## config.mk

```make
export PLATFORM = sky130hd
export DESIGN_NAME = icmp_ones_fold
export DESIGN_NICKNAME = d
export VERILOG_FILES = /design/src/rtl/icmp_ones_fold.sv
export SDC_FILE = /design/constraint.sdc
export NUM_CORES = 1
export LEC_CHECK = 0
export ABC_AREA = 1
export BUFFER_PORTS_ARGS = -buffer_cell sky130_fd_sc_hd__buf_2
export CORE_MARGIN = 1.5
export CORE_UTILIZATION = 44
export DETAILED_ROUTE_END_ITERATION = 10
export PLACE_DENSITY = 0.93
export SYNTH_ARGS = -nofsm -noshare
export SYNTH_HDL_FRONTEND = slang
export SYNTH_SLANG_ARGS = --single-unit
```

## constraint.sdc

```tcl
create_clock -name vclk -period 1.88
set_clock_uncertainty 0.15 [all_clocks]
set_input_delay 0.094 -clock vclk [all_inputs]
set_output_delay 0.094 -clock vclk [all_outputs]
set_load 0.02 [all_outputs]
```

## src/rtl/icmp_ones_fold.sv

```systemverilog
// Combinational end-around-carry fold: low 16 bits plus everything above bit 15.
module icmp_ones_fold #(
    parameter int unsigned ACC_W = 22
) (
    input  logic [ACC_W-1:0] din,
    output logic [ACC_W-1:0] sum_c
);

    // Add the carry-out bits back into the low half.
    always_comb begin
        sum_c = ACC_W'(din[15:0]) + ACC_W'(din[ACC_W-1:16]);
    end

endmodule

```

==> results of run 1 <==
[worst max-delay path: stages]
cell and delay (ns):
buf_2 0.10, ha_1 0.22, fa_2 0.35, nand2_1 0.08, nand2_1 0.07, and2_1 0.19, nand2_1 0.07, o211ai_1 0.08
nand2_1 0.06, buf_2 0.15
[power breakdown]
part           total (mW)  internal [mW]  switching (mW)
combinational       0.256         0.0910           0.165
sequential              0              0               0
clock                   0              0               0
total               0.256         0.0910           0.165
[placed cells by master, fill, tap and decap left out, types with 2 or more instances in the layout]
cell type and n:
and2_1 2, buf_2 39, conb_1 5, ha_1 6, inv_1 14, nand2_1 41, nand2_2 4, nand3_1 8
nand3b_1 4, nand4_1 2, nor2_1 9, nor3_1 2, nor3_2 2, or2_1 2, xor2_1 5
[cell type report]
class,count,share of cell area (%)
inverter,15,6.87
tap,15,2.29
timing repair buffer,39,23.8
multi-input combinational,98,67.0
[routing by layer]
| layer | wire, microns | up-vias | part of all wire (%) |
|---|---|---|---|
| li1 | - | 425 | - |
| met1 | 652 | 379 | 42 |
| met2 | 860 | 17 | 55 |
| met3 | 51 | 0 | 3.3 |
| met4 | 0 | 0 | 0 |
| met5 | 0 | - | 0 |
[metrics by stage]
stage | power (mW) | hold WS [ns] | instance area [sq um]
final | 0.256 | 0.361 | 820
after global routing | 0.283 | 0.388 | 820
after CTS | 0.254 | 0.369 | 810
after detailed placement | 0.253 | 0.368 | 810
after global placement | 0.246 | 0.358 | 810
after floorplan | 0.177 | 0.163 | 633
[repair_timing]
| action | CTS | global route |
|---|---|---|
| setup endpoints to repair | 0 | 4 |
| hold endpoints to repair | 0 | 0 |
| gates resized for setup | 0 | 3 |
| setup buffers | 0 | 0 |
[final timing paths]
check                   start   endpoint  slack (ns)  cells past startpoint
worst min-delay path  din[14]  sum_c[14]        0.36                      4
worst max-delay path   din[0]   sum_c[8]        0.16                     10
[logic make-up after synthesis]
family | Yosys count | synth area share [%]
AOI/OAI and AO/OA | 3 | 3.24
and+or+nand+nor | 77 | 57.1
xor gates and xnor gates | 6 | 8.50
other | 1 | 0.607
adders and majority gates | 7 | 15.4
buffers and inverters | 20 | 15.2
[synth_stat cells (all sizes together)]
| master | n |
|---|---|
| nor3 | 4 |
| ha | 6 |
| buf | 5 |
| nand4 | 2 |
| xnor2 | 1 |
| fa | 1 |
| and2 | 2 |
| nand2 | 45 |
| o211ai | 1 |
| or2 | 2 |
| conb | 1 |
| nand3 | 9 |
| nand3b | 4 |
| xor2 | 5 |
| a21oi | 1 |
| inv | 15 |
| a21boi | 1 |
| nor2 | 9 |
==> flow_summary_export.csv, run 1 <==
group,metric,value,unit
global_routing,grt_pass1_wl,2.30,mm
floorplan,core_area,1300,sq um
critical_path,start_kind,"primary input",
global_routing,use_met2,38.1,%
floorplan,die_y,40.5,microns
logic_synthesis,synth-seq-area-share,0,%
global_routing,antenna_found_initial,0,
placement,hpwl,1.43,mm
sta,rsz0062_at_grt,"false",
floorplan,start_util,47.5,%
logic_synthesis,synth_top_area_share,25.5,%
cells_and_area,clock_buffers,0,
power_and_ir_drop,power.leakage,0.503,nW
global_routing,met3_usage,0,%
floorplan,ios,44,
sta,tns,0,ns
global_routing,grt_pass1_vias,624,
placement,gp_congestion,0.795,
cells_and_area,multi_input_area,549,sq um
sta,slew_violations,0,
critical_path,critPathArrivalTime,1.48,ns
detailed_routing,drc,0,
global_routing,grt_max_degree,7,
sta,period_needed,1.72,ns
global_routing,grt_util_met1,25.4,%
placement,portBuffers,39,
floorplan,die-area,1640,sq um
placement,dp_slack,0.0849,ns
cells_and_area,fillers,128,
sta,setup-violations-final,0,
cells_and_area,stdcell_count,167,
job,cap_violations,0,
sta,fin_crit_sh,91.7,%
sta,hold_viol,0,
cells_and_area,layout.nets,183,
critical_path,criticalPathCategory,"primary input to primary output",
detailed_routing,wl,1.56,mm
detailed_routing,wl_per_cell,9.37,microns
critical_path,cp-end-kind,"primary output",
cells_and_area,final_util,63.0,%
logic_synthesis,avgSynthCellArea,5.42,sq um
cells_and_area,syn_to_final_growth,32.6,%
detailed_routing,drtIter0Drc,18,
critical_path,crit_required,1.64,ns
logic_synthesis,synth.area.top_cells,"nand2_1, ha_1, inv_1",
detailed_routing,ant_nets,0,
logic_synthesis,synth_area_leader_cell,"nand2_1",
power_and_ir_drop,ir_drop,0.000179,V
cells_and_area,insertedDiodeCount,0,
global_routing,grt_busiest_layer,"met2",
logic_synthesis,synth_cells,114,
detailed_routing,viasPerCell,4.92,
power_and_ir_drop,powerDensity,312,nW/um^2
global_routing,track_usage,19.7,%
floorplan,die_width,40.5,microns
run_status,outcome,"complete, no violations",
placement,dp_cells,167,
sta,worst_slack,0.156,ns
critical_path,crit_fanout,3,
cells_and_area,design.seq.count,0,
logic_synthesis,ys_types,21,
cells_and_area,ff_latch_area,0,sq um
global_routing,grt.overflow.total,0,
logic_synthesis,syn_area,618,sq um
detailed_routing,vias,821,
logic_synthesis,yosysWarnings,0,
cells_and_area,drive_gt1_share,31.6,%
clock_tree,ctsHoldBuffers,0,
detailed_routing,dr.pass1.iters,4,
floorplan,rows,13,
sta,max_clock_freq,0.580,GHz
worst_hold_path,hp-class,"primary input to primary output",
(Power assumes the default switching activity.)
==> inputs of run 2 (changes only) <==
--- a/config.mk
+++ b/config.mk
@@ -6,7 +6,7 @@
 export NUM_CORES = 1
 export LEC_CHECK = 0
 export ABC_AREA = 1
-export BUFFER_PORTS_ARGS = -buffer_cell sky130_fd_sc_hd__buf_2
+export BUFFER_PORTS_ARGS = -buffer_cell sky130_fd_sc_hd__buf_4
 export CORE_MARGIN = 1.5
 export CORE_UTILIZATION = 44
 export DETAILED_ROUTE_END_ITERATION = 10
==> run 2 against run 1 <==
Against the previous run: clock-buffer cell count unchanged; critical path depth is 1 higher; setup slack lost 0.067 ns; largest cell class unchanged.
==> flow_summary_export.csv, run 2 (synthesized netlist as in run 1, its figures left out) <==
group,metric,value,unit
run_status,outcome,"complete, no violations",
critical_path,start_kind,"primary input",
sta,fin_crit_sh,95.2,%
critical_path,cp-end-kind,"primary output",
detailed_routing,dr.pass1.iters,4,
cells_and_area,syn_to_final_growth,48.0,%
global_routing,grt_max_degree,7,
worst_hold_path,hp-class,"primary input to primary output",
global_routing,antenna_found_initial,0,
floorplan,rows,13,
detailed_routing,vias,842,
cells_and_area,drive_gt1_share,30.9,%
global_routing,grt_pass1_vias,657,
sta,max_clock_freq,0.558,GHz
placement,hpwl,1.55,mm
floorplan,die-area,1640,sq um
floorplan,ios,44,
job,cap_violations,0,
cells_and_area,ff_latch_area,0,sq um
critical_path,critPathArrivalTime,1.55,ns
placement,gp_congestion,0.792,
detailed_routing,wl_per_cell,10.6,microns
critical_path,crit_path_frequent_cell,"nand2_1",
global_routing,grt.overflow.total,0,
cells_and_area,insertedDiodeCount,0,
detailed_routing,ant_nets,0,
critical_path,crit_end,"sum_c[14]",
detailed_routing,wl,1.77,mm
detailed_routing,viasPerCell,5.04,
global_routing,track_usage,21.9,%
sta,whs,0.346,ns
power_and_ir_drop,ir_drop,0.000224,V
sta,period_needed,1.79,ns
cells_and_area,stdcell_area,915,sq um
critical_path,crit_fanout,6,
critical_path,crit_required,1.64,ns
cells_and_area,mostFrequentLayoutCell,"nand2_1",
placement,place_area,907,sq um
cells_and_area,layout.nets,183,
floorplan,die_width,40.5,microns
critical_path,path_cells,"buf_4, ha_1, fa_1, nand2_1, nand2_1, nand3b_1, nand2_2, nand3_2, nand2_1, nand2_1, buf_4",
power_and_ir_drop,powerDensity,326,nW/um^2
critical_path,criticalPathCategory,"primary input to primary output",
sta,hold_viol,0,
critical_path,setup.worst_path.start,"din[0]",
detailed_routing,drtIter0Drc,14,
sta,slew_violations,0,
global_routing,grt_pass1_wl,2.55,mm
placement,portBuffers,39,
worst_hold_path,hp-start,"din[14]",
cells_and_area,clock_buffers,0,
cells_and_area,design.seq.count,0,
floorplan,core_area,1300,sq um
critical_path,critPathSlowestCell,"fa_1",
detailed_routing,drc,0,
critical_path,slowest_delay,0.41,ns
power_and_ir_drop,power.leakage,0.537,nW
sta,setup-violations-final,0,
floorplan,start_util,47.5,%
cells_and_area,layout_common_cells,"nand2_1, buf_4, inv_1",
floorplan,die_y,40.5,microns
## run 2: cell count changes in the layout (fill, tap and decap cells not counted)
cell / delta
buf_2: -39
buf_4: +39
fa_1: +1
fa_2: -1
## run 2: how the worst min path moves through the flow
stage / endpoint / slack, ns / cells after the start
after detailed placement: sum_c[15] / 0.35 / 4
after global routing: sum_c[6] / 0.37 / 3
final: sum_c[14] / 0.35 / 4
after global placement: sum_c[14] / 0.34 / 4
after CTS: sum_c[15] / 0.35 / 4
after floorplan: sum_c[16] / 0.16 / 2
## run 2: per-layer routing
layer / GRT usage (%) / up-vias / wire [microns]
met4: 5.83 / 0 / 8
li1: - / 428 / -
met5: 0 / - / 0
met2: 38.5 / 21 / 983
met1: 28.0 / 391 / 729
met3: 1.67 / 2 / 47
## run 2: power by group
group          switching, mW  internal (mW)  total [mW]
combinational          0.171          0.127       0.298
sequential                 0              0           0
clock                      0              0           0
total                  0.171          0.127       0.298
## run 2: stage by stage
step	power, mW	instances	setup slack, ns	setup TNS, ns	util, %
global route	0.324	167	-0.00871	-0.00871	70.3
CTS	0.296	167	0.100	0	69.7
global placement	0.286	167	0.141	0	69.7
finish	0.298	167	0.0893	0	70.3
detailed placement	0.295	167	0.107	0	69.7
floorplan	0.177	118	0.284	0	-
## run 2: area by class of cell
cell class / count / area [sq um]
inverters: 15 / 56.3
well taps: 15 / 18.8
multi-input cells: 98 / 547
fillers: 123 / 387
repair buffers: 39 / 293
## run 2: timing repair
item | in CTS | in global routing
hold buffers | 0 | 0
setup endpoints to repair | 0 | 2
setup buffers | 0 | 0
endpoints found under the hold margin | 0 | 0
gates resized for setup | 0 | 2
## run 2: critical path, delay by kind of cell
family                     cells  cell delay (ns)
and+or+nand+nor                7             0.58
adders and majority gates      2             0.62
buffers and inverters          2             0.24
==> inputs of run 3 (changes only) <==
--- a/config.mk
+++ b/config.mk
@@ -10,6 +10,7 @@
 export CORE_MARGIN = 1.5
 export CORE_UTILIZATION = 44
 export DETAILED_ROUTE_END_ITERATION = 10
+export GPL_TIMING_DRIVEN = 0
 export PLACE_DENSITY = 0.93
 export SYNTH_ARGS = -nofsm -noshare
 export SYNTH_HDL_FRONTEND = slang
==> run 3 against run 2 <==
Against the previous run: combinational power rose by 2%; setup slack better by 0.064 ns; critical path depth unchanged; first-iteration DRC count increased by 7.1%.
==> flow_summary_export.csv, run 3 (synthesized netlist as in run 1, its figures left out) <==
group,metric,value,unit
critical_path,critPathArrivalTime,1.48,ns
detailed_routing,dr.pass1.iters,4,
global_routing,track_usage,21.6,%
sta,period_needed,1.73,ns
job,cap_violations,0,
cells_and_area,stdcell_area,947,sq um
cells_and_area,insertedDiodeCount,0,
critical_path,cp-end-kind,"primary output",
cells_and_area,clock_buffers,0,
critical_path,slowest_delay,0.36,ns
power_and_ir_drop,powerDensity,320,nW/um^2
placement,portBuffers,39,
worst_hold_path,holdPathEnd,"sum_c[14]",
global_routing,grt_pass1_wl,2.53,mm
floorplan,start_util,47.5,%
cells_and_area,stdcell_count,172,
critical_path,path_cells,"buf_4, ha_1, fa_2, nand2_1, nand2_1, and2_1, nand3_1, nand2_1, nand2_1, nand2_1, buf_4",
critical_path,critPathSlowestCell,"fa_2",
cells_and_area,design.seq.count,0,
run_status,outcome,"complete, no violations",
detailed_routing,drtIter0Drc,15,
floorplan,die_width,40.5,microns
cells_and_area,ff_latch_area,0,sq um
detailed_routing,viasPerCell,4.91,
power_and_ir_drop,power.leakage,0.562,nW
power_and_ir_drop,ir_drop,0.000237,V
global_routing,antenna_found_initial,0,
global_routing,grt_pass1_vias,658,
cells_and_area,layout_common_cells,"buf_4, nand2_1, inv_1",
detailed_routing,ant_nets,0,
cells_and_area,layout.nets,188,
floorplan,core_area,1300,sq um
cells_and_area,mostFrequentLayoutCell,"buf_4",
global_routing,grt_max_degree,7,
placement,place_area,945,sq um
floorplan,die-area,1640,sq um
sta,setup-violations-final,0,
sta,hold_viol,0,
critical_path,criticalPathCategory,"primary input to primary output",
detailed_routing,wl_per_cell,9.94,microns
cells_and_area,multi_input_area,542,sq um
cells_and_area,drive_gt1_share,32.5,%
worst_hold_path,hp-start,"din[14]",
critical_path,start_kind,"primary input",
cells_and_area,syn_to_final_growth,53.2,%
cells_and_area,final_util,72.8,%
worst_hold_path,hp-class,"primary input to primary output",
floorplan,die_y,40.5,microns
sta,fin_crit_sh,91.8,%
placement,hpwl,1.53,mm
sta,rsz0062_at_grt,"false",
placement,dp_cells,172,
sta,max_clock_freq,0.579,GHz
sta,whs,0.343,ns
clock_tree,ctsHoldBuffers,0,
placement,gp_congestion,0.787,
detailed_routing,drc,0,
power_and_ir_drop,p_total,0.303,mW
global_routing,grt.overflow.total,0,
critical_path,crit_path_frequent_cell,"nand2_1",
sta,worst_slack,0.154,ns
detailed_routing,vias,845,
sta,slew_violations,0,
critical_path,crit_required,1.64,ns
floorplan,rows,13,
sta,tns,0,ns
placement,dp_slack,0.0876,ns
floorplan,ios,44,
critical_path,crit_fanout,3,
worst_hold_path,hold_depth,4,
cells_and_area,fillers,120,
detailed_routing,wl,1.71,mm
## run 3: worst max-delay path: cells and delay by family
kind,cells,cell delay (ns)
fa+ha+maj,2,0.58
simple gates,7,0.54
buf+inv,2,0.26
## run 3: timing repair
| item | in CTS | in global routing |
|---|---|---|
| gates resized for setup | 0 | 1 |
| buffers inserted | 0 | 0 |
| setup endpoints to repair | 0 | 2 |
## run 3: final cells by class
cell class                      instances  area share [%]
Buffer                                  5            3.96
Timing Repair Buffer                   39            30.9
Tap cell                               15            1.98
Multi-Input combinational cell         98            57.2
Inverter                               15            5.94
## run 3: metal layers
layer	track usage, %	routed length [microns]
met4	3.33	19
met1	26.4	684
met2	41.7	934
met5	0	0
met3	0.556	71
## run 3: how the worst max path moves through the flow
stage | cells past startpoint | end | slack, ns | start
2_1_floorplan | 7 | sum_c[6] | 0.28 | din[0]
3_3_place_gp | 11 | sum_c[12] | 0.12 | din[0]
3_5_place_dp | 11 | sum_c[12] | 0.09 | din[0]
4_1_cts | 11 | sum_c[12] | 0.08 | din[0]
5_1_grt | 11 | sum_c[12] | 0.03 | din[0]
6_report | 11 | sum_c[12] | 0.15 | din[0]
## run 3: report_power, final
group | total, mW | internal (mW) | switching (mW) | leakage (nW)
sequential | 0 | 0 | 0 | 0
combinational | 0.303 | 0.134 | 0.169 | 0.562
clock | 0 | 0 | 0 | 0
total | 0.303 | 0.134 | 0.169 | 0.562
